$ cat src/rtl/axis_packet_arbiter_pkg.sv
// Shared types and constants for the two-input packet arbiter.
package axis_arbiter_pkg;

  typedef enum logic {
    ST_IDLE = 1'b0,
    ST_BUSY = 1'b1
  } state_e;

  // Register index, decoded from araddr[3:2]
  localparam logic [1:0] REG_PKT0   = 2'd0;
  localparam logic [1:0] REG_PKT1   = 2'd1;
  localparam logic [1:0] REG_BEATS  = 2'd2;
  localparam logic [1:0] REG_STATUS = 2'd3;

  localparam logic [1:0] RESP_OKAY   = 2'b00;
  localparam logic [1:0] RESP_SLVERR = 2'b10;

endpackage

$ cat src/rtl/axis_packet_arbiter_if.sv
// Bus bundles: AXI-Stream channel and AXI-Lite read-only channel.
interface axis_if #(parameter int TDATA_WIDTH = 32);
  logic [TDATA_WIDTH-1:0] tdata;
  logic                   tlast;
  logic                   tvalid;
  logic                   tready;

  modport master (output tdata, output tlast, output tvalid, input tready);
  modport slave  (input tdata, input tlast, input tvalid, output tready);
endinterface

interface axil_rd_if;
  logic [31:0] araddr;
  logic        arvalid;
  logic        arready;
  logic [31:0] rdata;
  logic [1:0]  rresp;
  logic        rvalid;
  logic        rready;

  modport master (output araddr, output arvalid, input arready,
                  input rdata, input rresp, input rvalid, output rready);
  modport slave  (input araddr, input arvalid, output arready,
                  output rdata, output rresp, output rvalid, input rready);
endinterface

$ cat src/rtl/axis_packet_arbiter_regs.sv
// Generic read-only AXI-Lite slave exposing four 32-bit registers.
module axilite_status_regs
  import axis_arbiter_pkg::*;
(
  input  logic        clk,
  input  logic        reset,
  input  logic [31:0] reg0_i,
  input  logic [31:0] reg1_i,
  input  logic [31:0] reg2_i,
  input  logic [31:0] reg3_i,
  axil_rd_if.slave    s_axil
);

  logic        arready_q;
  logic        rvalid_q;
  logic [31:0] rdata_q, rdata_d;
  logic [1:0]  rresp_q, rresp_d;

  // Address decode: word-aligned offsets 0x0..0xC are legal, all else SLVERR
  always_comb begin
    rdata_d = '0;
    rresp_d = RESP_SLVERR;
    if (s_axil.araddr[31:4] == '0 && s_axil.araddr[1:0] == 2'b00) begin
      rresp_d = RESP_OKAY;
      case (s_axil.araddr[3:2])
        REG_PKT0:  rdata_d = reg0_i;
        REG_PKT1:  rdata_d = reg1_i;
        REG_BEATS: rdata_d = reg2_i;
        default:   rdata_d = reg3_i;
      endcase
    end
  end

  // Read handshake: capture on AR handshake, hold response until R handshake
  always_ff @(posedge clk) begin
    if (reset) begin
      arready_q <= 1'b0;
      rvalid_q  <= 1'b0;
      rdata_q   <= '0;
      rresp_q   <= RESP_OKAY;
    end else if (s_axil.arvalid && arready_q) begin
      arready_q <= 1'b0;
      rvalid_q  <= 1'b1;
      rdata_q   <= rdata_d;
      rresp_q   <= rresp_d;
    end else if (rvalid_q && s_axil.rready) begin
      rvalid_q  <= 1'b0;
      arready_q <= 1'b1;
    end else if (!rvalid_q) begin
      arready_q <= 1'b1;
    end
  end

  assign s_axil.arready = arready_q;
  assign s_axil.rvalid  = rvalid_q;
  assign s_axil.rdata   = rdata_q;
  assign s_axil.rresp   = rresp_q;

endmodule

$ cat src/rtl/axis_packet_arbiter.sv
// Two-input packet-granular round-robin AXI-Stream arbiter with status counters.
module axis_packet_arbiter
  import axis_arbiter_pkg::*;
#(
  parameter int TDATA_WIDTH = 32
) (
  input  logic     clk,
  input  logic     reset,
  axis_if.slave    s0_axis,
  axis_if.slave    s1_axis,
  axis_if.master   m_axis,
  axil_rd_if.slave s_axil
);

  state_e                 state_q, state_d;
  logic                   grant_q, grant_d;
  logic                   last_grant_q, last_grant_d;
  logic [31:0]            pkt_count0_q, pkt_count1_q, beat_count_q;

  logic                   busy;
  logic                   sel_tvalid;
  logic                   sel_tlast;
  logic [TDATA_WIDTH-1:0] sel_tdata;
  logic                   xfer;

  assign busy       = (state_q == ST_BUSY);
  assign sel_tvalid = grant_q ? s1_axis.tvalid : s0_axis.tvalid;
  assign sel_tlast  = grant_q ? s1_axis.tlast  : s0_axis.tlast;
  assign sel_tdata  = grant_q ? s1_axis.tdata  : s0_axis.tdata;
  assign xfer       = busy && sel_tvalid && m_axis.tready;

  // Output mux: only the granted source sees downstream ready while busy
  assign m_axis.tvalid  = busy && sel_tvalid;
  assign m_axis.tlast   = sel_tlast;
  assign m_axis.tdata   = sel_tdata;
  assign s0_axis.tready = busy && !grant_q && m_axis.tready;
  assign s1_axis.tready = busy &&  grant_q && m_axis.tready;

  // Next-state: pick a requester in IDLE, release the grant on the tlast beat
  always_comb begin
    state_d      = state_q;
    grant_d      = grant_q;
    last_grant_d = last_grant_q;
    case (state_q)
      ST_IDLE: begin
        if (s0_axis.tvalid && s1_axis.tvalid) begin
          grant_d = ~last_grant_q;
          state_d = ST_BUSY;
        end else if (s0_axis.tvalid) begin
          grant_d = 1'b0;
          state_d = ST_BUSY;
        end else if (s1_axis.tvalid) begin
          grant_d = 1'b1;
          state_d = ST_BUSY;
        end
      end
      default: begin
        if (xfer && sel_tlast) begin
          state_d      = ST_IDLE;
          last_grant_d = grant_q;
        end
      end
    endcase
  end

  // Arbiter state register; last_grant starts at 1 so s0 wins the first tie
  always_ff @(posedge clk) begin
    if (reset) begin
      state_q      <= ST_IDLE;
      grant_q      <= 1'b0;
      last_grant_q <= 1'b1;
    end else begin
      state_q      <= state_d;
      grant_q      <= grant_d;
      last_grant_q <= last_grant_d;
    end
  end

  // Traffic counters, free-running modulo 2^32
  always_ff @(posedge clk) begin
    if (reset) begin
      pkt_count0_q <= '0;
      pkt_count1_q <= '0;
      beat_count_q <= '0;
    end else if (xfer) begin
      beat_count_q <= beat_count_q + 32'd1;
      if (sel_tlast && !grant_q) pkt_count0_q <= pkt_count0_q + 32'd1;
      if (sel_tlast &&  grant_q) pkt_count1_q <= pkt_count1_q + 32'd1;
    end
  end

  axilite_status_regs u_regs (
    .clk    (clk),
    .reset  (reset),
    .reg0_i (pkt_count0_q),
    .reg1_i (pkt_count1_q),
    .reg2_i (beat_count_q),
    .reg3_i ({30'b0, busy, grant_q}),
    .s_axil (s_axil)
  );

endmodule

$ cat src/flat_wrapper.sv
// flat-port wrapper written by rule: the top's interface ports become plain ports
module axis_packet_arbiter_flat import axis_arbiter_pkg::*;
#(
  parameter int TDATA_WIDTH = 32
)
  (clk, reset, s0_axis_tdata, s0_axis_tlast, s0_axis_tvalid, s0_axis_tready, s1_axis_tdata, s1_axis_tlast, s1_axis_tvalid, s1_axis_tready, m_axis_tdata, m_axis_tlast, m_axis_tvalid, m_axis_tready, s_axil_araddr, s_axil_arvalid, s_axil_arready, s_axil_rdata, s_axil_rresp, s_axil_rvalid, s_axil_rready);
  axis_if #(.TDATA_WIDTH(TDATA_WIDTH)) s0_axis_i ();
  axis_if #(.TDATA_WIDTH(TDATA_WIDTH)) s1_axis_i ();
  axis_if #(.TDATA_WIDTH(TDATA_WIDTH)) m_axis_i ();
  axil_rd_if s_axil_i ();
  input  logic clk;
  input  logic reset;
  input wire logic [$bits(s0_axis_i.tdata)-1:0] s0_axis_tdata;
  input wire logic [$bits(s0_axis_i.tlast)-1:0] s0_axis_tlast;
  input wire logic [$bits(s0_axis_i.tvalid)-1:0] s0_axis_tvalid;
  output wire logic [$bits(s0_axis_i.tready)-1:0] s0_axis_tready;
  input wire logic [$bits(s1_axis_i.tdata)-1:0] s1_axis_tdata;
  input wire logic [$bits(s1_axis_i.tlast)-1:0] s1_axis_tlast;
  input wire logic [$bits(s1_axis_i.tvalid)-1:0] s1_axis_tvalid;
  output wire logic [$bits(s1_axis_i.tready)-1:0] s1_axis_tready;
  output wire logic [$bits(m_axis_i.tdata)-1:0] m_axis_tdata;
  output wire logic [$bits(m_axis_i.tlast)-1:0] m_axis_tlast;
  output wire logic [$bits(m_axis_i.tvalid)-1:0] m_axis_tvalid;
  input wire logic [$bits(m_axis_i.tready)-1:0] m_axis_tready;
  input wire logic [$bits(s_axil_i.araddr)-1:0] s_axil_araddr;
  input wire logic [$bits(s_axil_i.arvalid)-1:0] s_axil_arvalid;
  output wire logic [$bits(s_axil_i.arready)-1:0] s_axil_arready;
  output wire logic [$bits(s_axil_i.rdata)-1:0] s_axil_rdata;
  output wire logic [$bits(s_axil_i.rresp)-1:0] s_axil_rresp;
  output wire logic [$bits(s_axil_i.rvalid)-1:0] s_axil_rvalid;
  input wire logic [$bits(s_axil_i.rready)-1:0] s_axil_rready;
  assign s0_axis_i.tdata = s0_axis_tdata;
  assign s0_axis_i.tlast = s0_axis_tlast;
  assign s0_axis_i.tvalid = s0_axis_tvalid;
  assign s0_axis_tready = s0_axis_i.tready;
  assign s1_axis_i.tdata = s1_axis_tdata;
  assign s1_axis_i.tlast = s1_axis_tlast;
  assign s1_axis_i.tvalid = s1_axis_tvalid;
  assign s1_axis_tready = s1_axis_i.tready;
  assign m_axis_tdata = m_axis_i.tdata;
  assign m_axis_tlast = m_axis_i.tlast;
  assign m_axis_tvalid = m_axis_i.tvalid;
  assign m_axis_i.tready = m_axis_tready;
  assign s_axil_i.araddr = s_axil_araddr;
  assign s_axil_i.arvalid = s_axil_arvalid;
  assign s_axil_arready = s_axil_i.arready;
  assign s_axil_rdata = s_axil_i.rdata;
  assign s_axil_rresp = s_axil_i.rresp;
  assign s_axil_rvalid = s_axil_i.rvalid;
  assign s_axil_i.rready = s_axil_rready;
  axis_packet_arbiter #(.TDATA_WIDTH(TDATA_WIDTH)) u_core (.clk(clk), .reset(reset), .s0_axis(s0_axis_i), .s1_axis(s1_axis_i), .m_axis(m_axis_i), .s_axil(s_axil_i));
endmodule
$ cat config.mk
export PLATFORM = sky130hd
export DESIGN_NAME = axis_packet_arbiter_flat
export DESIGN_NICKNAME = d
export VERILOG_FILES = /design/src/rtl/axis_packet_arbiter_pkg.sv /design/src/rtl/axis_packet_arbiter_if.sv /design/src/rtl/axis_packet_arbiter_regs.sv /design/src/rtl/axis_packet_arbiter.sv /design/src/flat_wrapper.sv
export SDC_FILE = /design/constraint.sdc
export NUM_CORES = 1
export LEC_CHECK = 0
export ABC_AREA = 1
export BUFFER_PORTS_ARGS = -buffer_cell sky130_fd_sc_hd__buf_2
export CORE_MARGIN = 5
export CORE_UTILIZATION = 49
export DETAILED_ROUTE_END_ITERATION = 7
export PLACE_DENSITY_LB_ADDON = 0.1
export SKIP_CTS_REPAIR_TIMING = 1
export SYNTH_ARGS = -nofsm -noshare
export SYNTH_HDL_FRONTEND = slang
export SYNTH_SLANG_ARGS = --single-unit
$ cat constraint.sdc
create_clock -name clk -period 1.41 [get_ports clk]
set_input_delay 0.0705 -clock clk [delete_from_list [all_inputs] [get_ports clk]]
set_output_delay 0.0705 -clock clk [all_outputs]
set_load 0.02 [all_outputs]
==> flow_summary.toml <==
[logic_synthesis]
yosys-top-cells-count = "nand2_1, nor2_1, dfxtp_1"
synth_most_common_cell = "nand2_1"
syn_nets = 1356
async_flop_share = 0
synth_largest_area_cell = "dfxtp_1"
synth-edff-count = 0
synth_area_sq_um = 7503
yosysWarnings = 0
synth_top_flop_cell = "dfxtp_1"
syn_inst = 1248
synthTopCellsByArea = "dfxtp_1, nand2_1, nor2_1, nand3_1, inv_1"
ys_seq_area_frac = 0.3575
ys_seq_elements = 134
synth.avg_cell_area_sq_um = 6.012
ys_types = 36
synth_top_area_share = 0.3575

[routing]
wl_microns = 33260
route.detailed.drc = 0
first_pass_iters = 6
vias_per_cell = 5.763
num_vias = 10210
drt_iter0_markers = 981
wl_per_cell_microns = 18.77
drtAntennaViolNets = 0

[placed_design]
dp_hpwl_microns = 18840
gp_congestion = 0.8835
placed_area_sq_um = 9668
portBuffers = 175

[global_route]
grt_pass1_wl_microns = 39150
grt_antenna_before_repair = 1
grt_max_degree = 76
first_global_vias = 8305
grt_usage = 0.2680
grt.overflow.total = 0

[sta]
hold_viol = 0
period_needed_ns = 1.663
worst_clock_skew_ns = 0.009292
post-route-period-util = 1.179
rsz0062_at_grt = "yes"
setup_viol = 157
tns_ns = -18.60
final-max-slew-violation-count = 0
worst_slack_ns = -0.2529
fmax_mhz = 601.4

[worst_setup_path]
path_cells = "nand3_4 > nand2_4 > nand2_8 > nor2_4 > buf_4 > clkbuf_16 > nand2_1 > xor2_1 > nor2_1"
rr_worst_depth = 9
cp.arrival_ns = 1.97
cp_max_fo = 6
crit_slowest_cell = "dfxtp_4"
start_kind = "flop"
crit_required_ns = 1.72
critPathCaptureType = "flop"
max_stage_delay_ns = 0.42
critPathKind = "reg2reg"

[floorplanning]
die-height_microns = 133.7
dieArea_sq_um = 17890
rows = 45
boundaryPins = 177
initial_core_util = 0.4973
die_w_microns = 133.7
core-area_sq_um = 15090

[clock_tree]
root_buffer = "clkbuf_16"
numCtsBuffers = 17
cts_num_sinks = 134
clkTransAtPathRegs_ns = 0.06
tritoncts = "done"
cts_buffer_depth = 2
cts_htree_levels = 4
clock_latency_ns = 0.43

[status]
violations = "setup timing"
status = "complete, but fails checks"

[power]
p_leak_uw = 0.005321
powerDensity_nw_per_um2 = 790.5
ir_drop_mv = 0.6756

[cells_and_area]
fin_nets = 1678
final_layout_size_suffix_gt1_frac = 0.4119
area_growth_pct = 62.30
stdcell_area_sq_um = 12180

[hold_path]
min_path_cells = 4
hold_path_class = "in2reg"

[flow_run]
drv_cap = 0
==> where the power goes <==
group	total (uW)	internal, uW	switching, uW
Combinational	1380	602	782
Sequential	3820	3800	25.7
Clock	4420	2600	1810
==> worst max-delay path, delay by kind of cell, from the launching register on <==
kind	cells	cell delay, ns
xor gates and xnor gates	1	0.15
and+or+nand+nor	6	0.65
buffers and inverters	2	0.32
DFF	1	0.42
==> path summary, 6_finish.rpt <==
| kind | start | end | slack, ns |
|---|---|---|---|
| worst min register to register | u_core.u_regs.s_axil.rdata[25] | u_core.u_regs.s_axil.rdata[25] | 0.45 |
| worst max-delay path | u_core.grant_q | u_core.pkt_count0_q[10] | -0.25 |
| worst max register to register | u_core.grant_q | u_core.pkt_count0_q[10] | -0.25 |
| worst min-delay path | s_axil_rready | u_core.u_regs.s_axil.rvalid | 0.02 |
==> cell type report <==
class,count,area [sq um]
Timing Repair Buffer,347,2789
Antenna cell,1,2.502
Multi-Input combinational cell,954,5403
Fill cell,948,2912
Tap cell,188,235.2
Clock buffer,17,425.4
Clock inverter,15,157.7
Sequential cell,134,2723
Inverter,116,442.9
==> per-layer routing <==
layer  wire, microns  track usage  part of all wire
met1           12350       0.3061              0.37
met2           15840       0.4865              0.48
met3            2683      0.05325             0.081
met4            2397       0.1097             0.072
met5               0            0                 0
==> state kept, by name (all words and copies together), names as in the netlist <==
register and flops:
u_core.beat_count_q 32, u_core.pkt_count1_q 32, u_core.u_regs.s_axil.rresp 1, u_core.u_regs.s_axil.rdata 32
u_core.last_grant_q 1, u_core.u_regs.s_axil.arready 1, u_core.busy 1, u_core.grant_q 1
u_core.pkt_count0_q 32, u_core.u_regs.s_axil.rvalid 1
==> stage by stage <==
stage	power, uW	util	std cells	worst slack, ns	hold WS, ns
floorplan	4375	-	1248	-0.008290	0.2345
global placement	4760	0.6407	1703	-0.1726	0.3376
detailed placement	4768	0.6407	1703	-0.2043	0.3441
CTS	9119	0.6794	1735	-0.3353	-0.1010
global route	9905	0.8069	1771	-0.2642	0.03015
finish	9627	0.8070	1772	-0.2529	0.02250
==> cell usage in the layout (no fill, tap or decap), types with 7 or more instances in the layout <==
master	netlist	routed
nand2_1	437	320
nor2_2	5	20
nor2_1	203	157
nand2_2	2	83
buf_2	9	142
o221ai_1	16	16
nand4_1	15	15
dfxtp_2	0	14
dfxtp_1	134	114
o21ai_2	0	8
nand3_4	0	7
o211ai_1	13	13
nand3_1	113	77
nand2_4	0	33
nor3_1	40	25
o21ai_0	23	13
buf_4	2	123
inv_2	1	9
nand3_2	1	30
a21oi_1	51	49
nor3_2	0	12
buf_6	0	55
buf_12	0	14
nor2_4	1	33
clkbuf_16	0	24
inv_1	115	106
==> cell families (layout without fill, tap and decap cells) <==
group	count (synthesis)	in the layout	synth area share
adders and majority gates	3	3	0.005003
buffers and inverters	161	495	0.08304
AOI/OAI and AO/OA	114	114	0.09288
and+or+nand+nor	831	832	0.4564
DFF	134	134	0.3575
xor gates and xnor gates	4	4	0.004670
other	1	2	0.0004998
No activity file was read; power rests on OpenSTA's default activity.
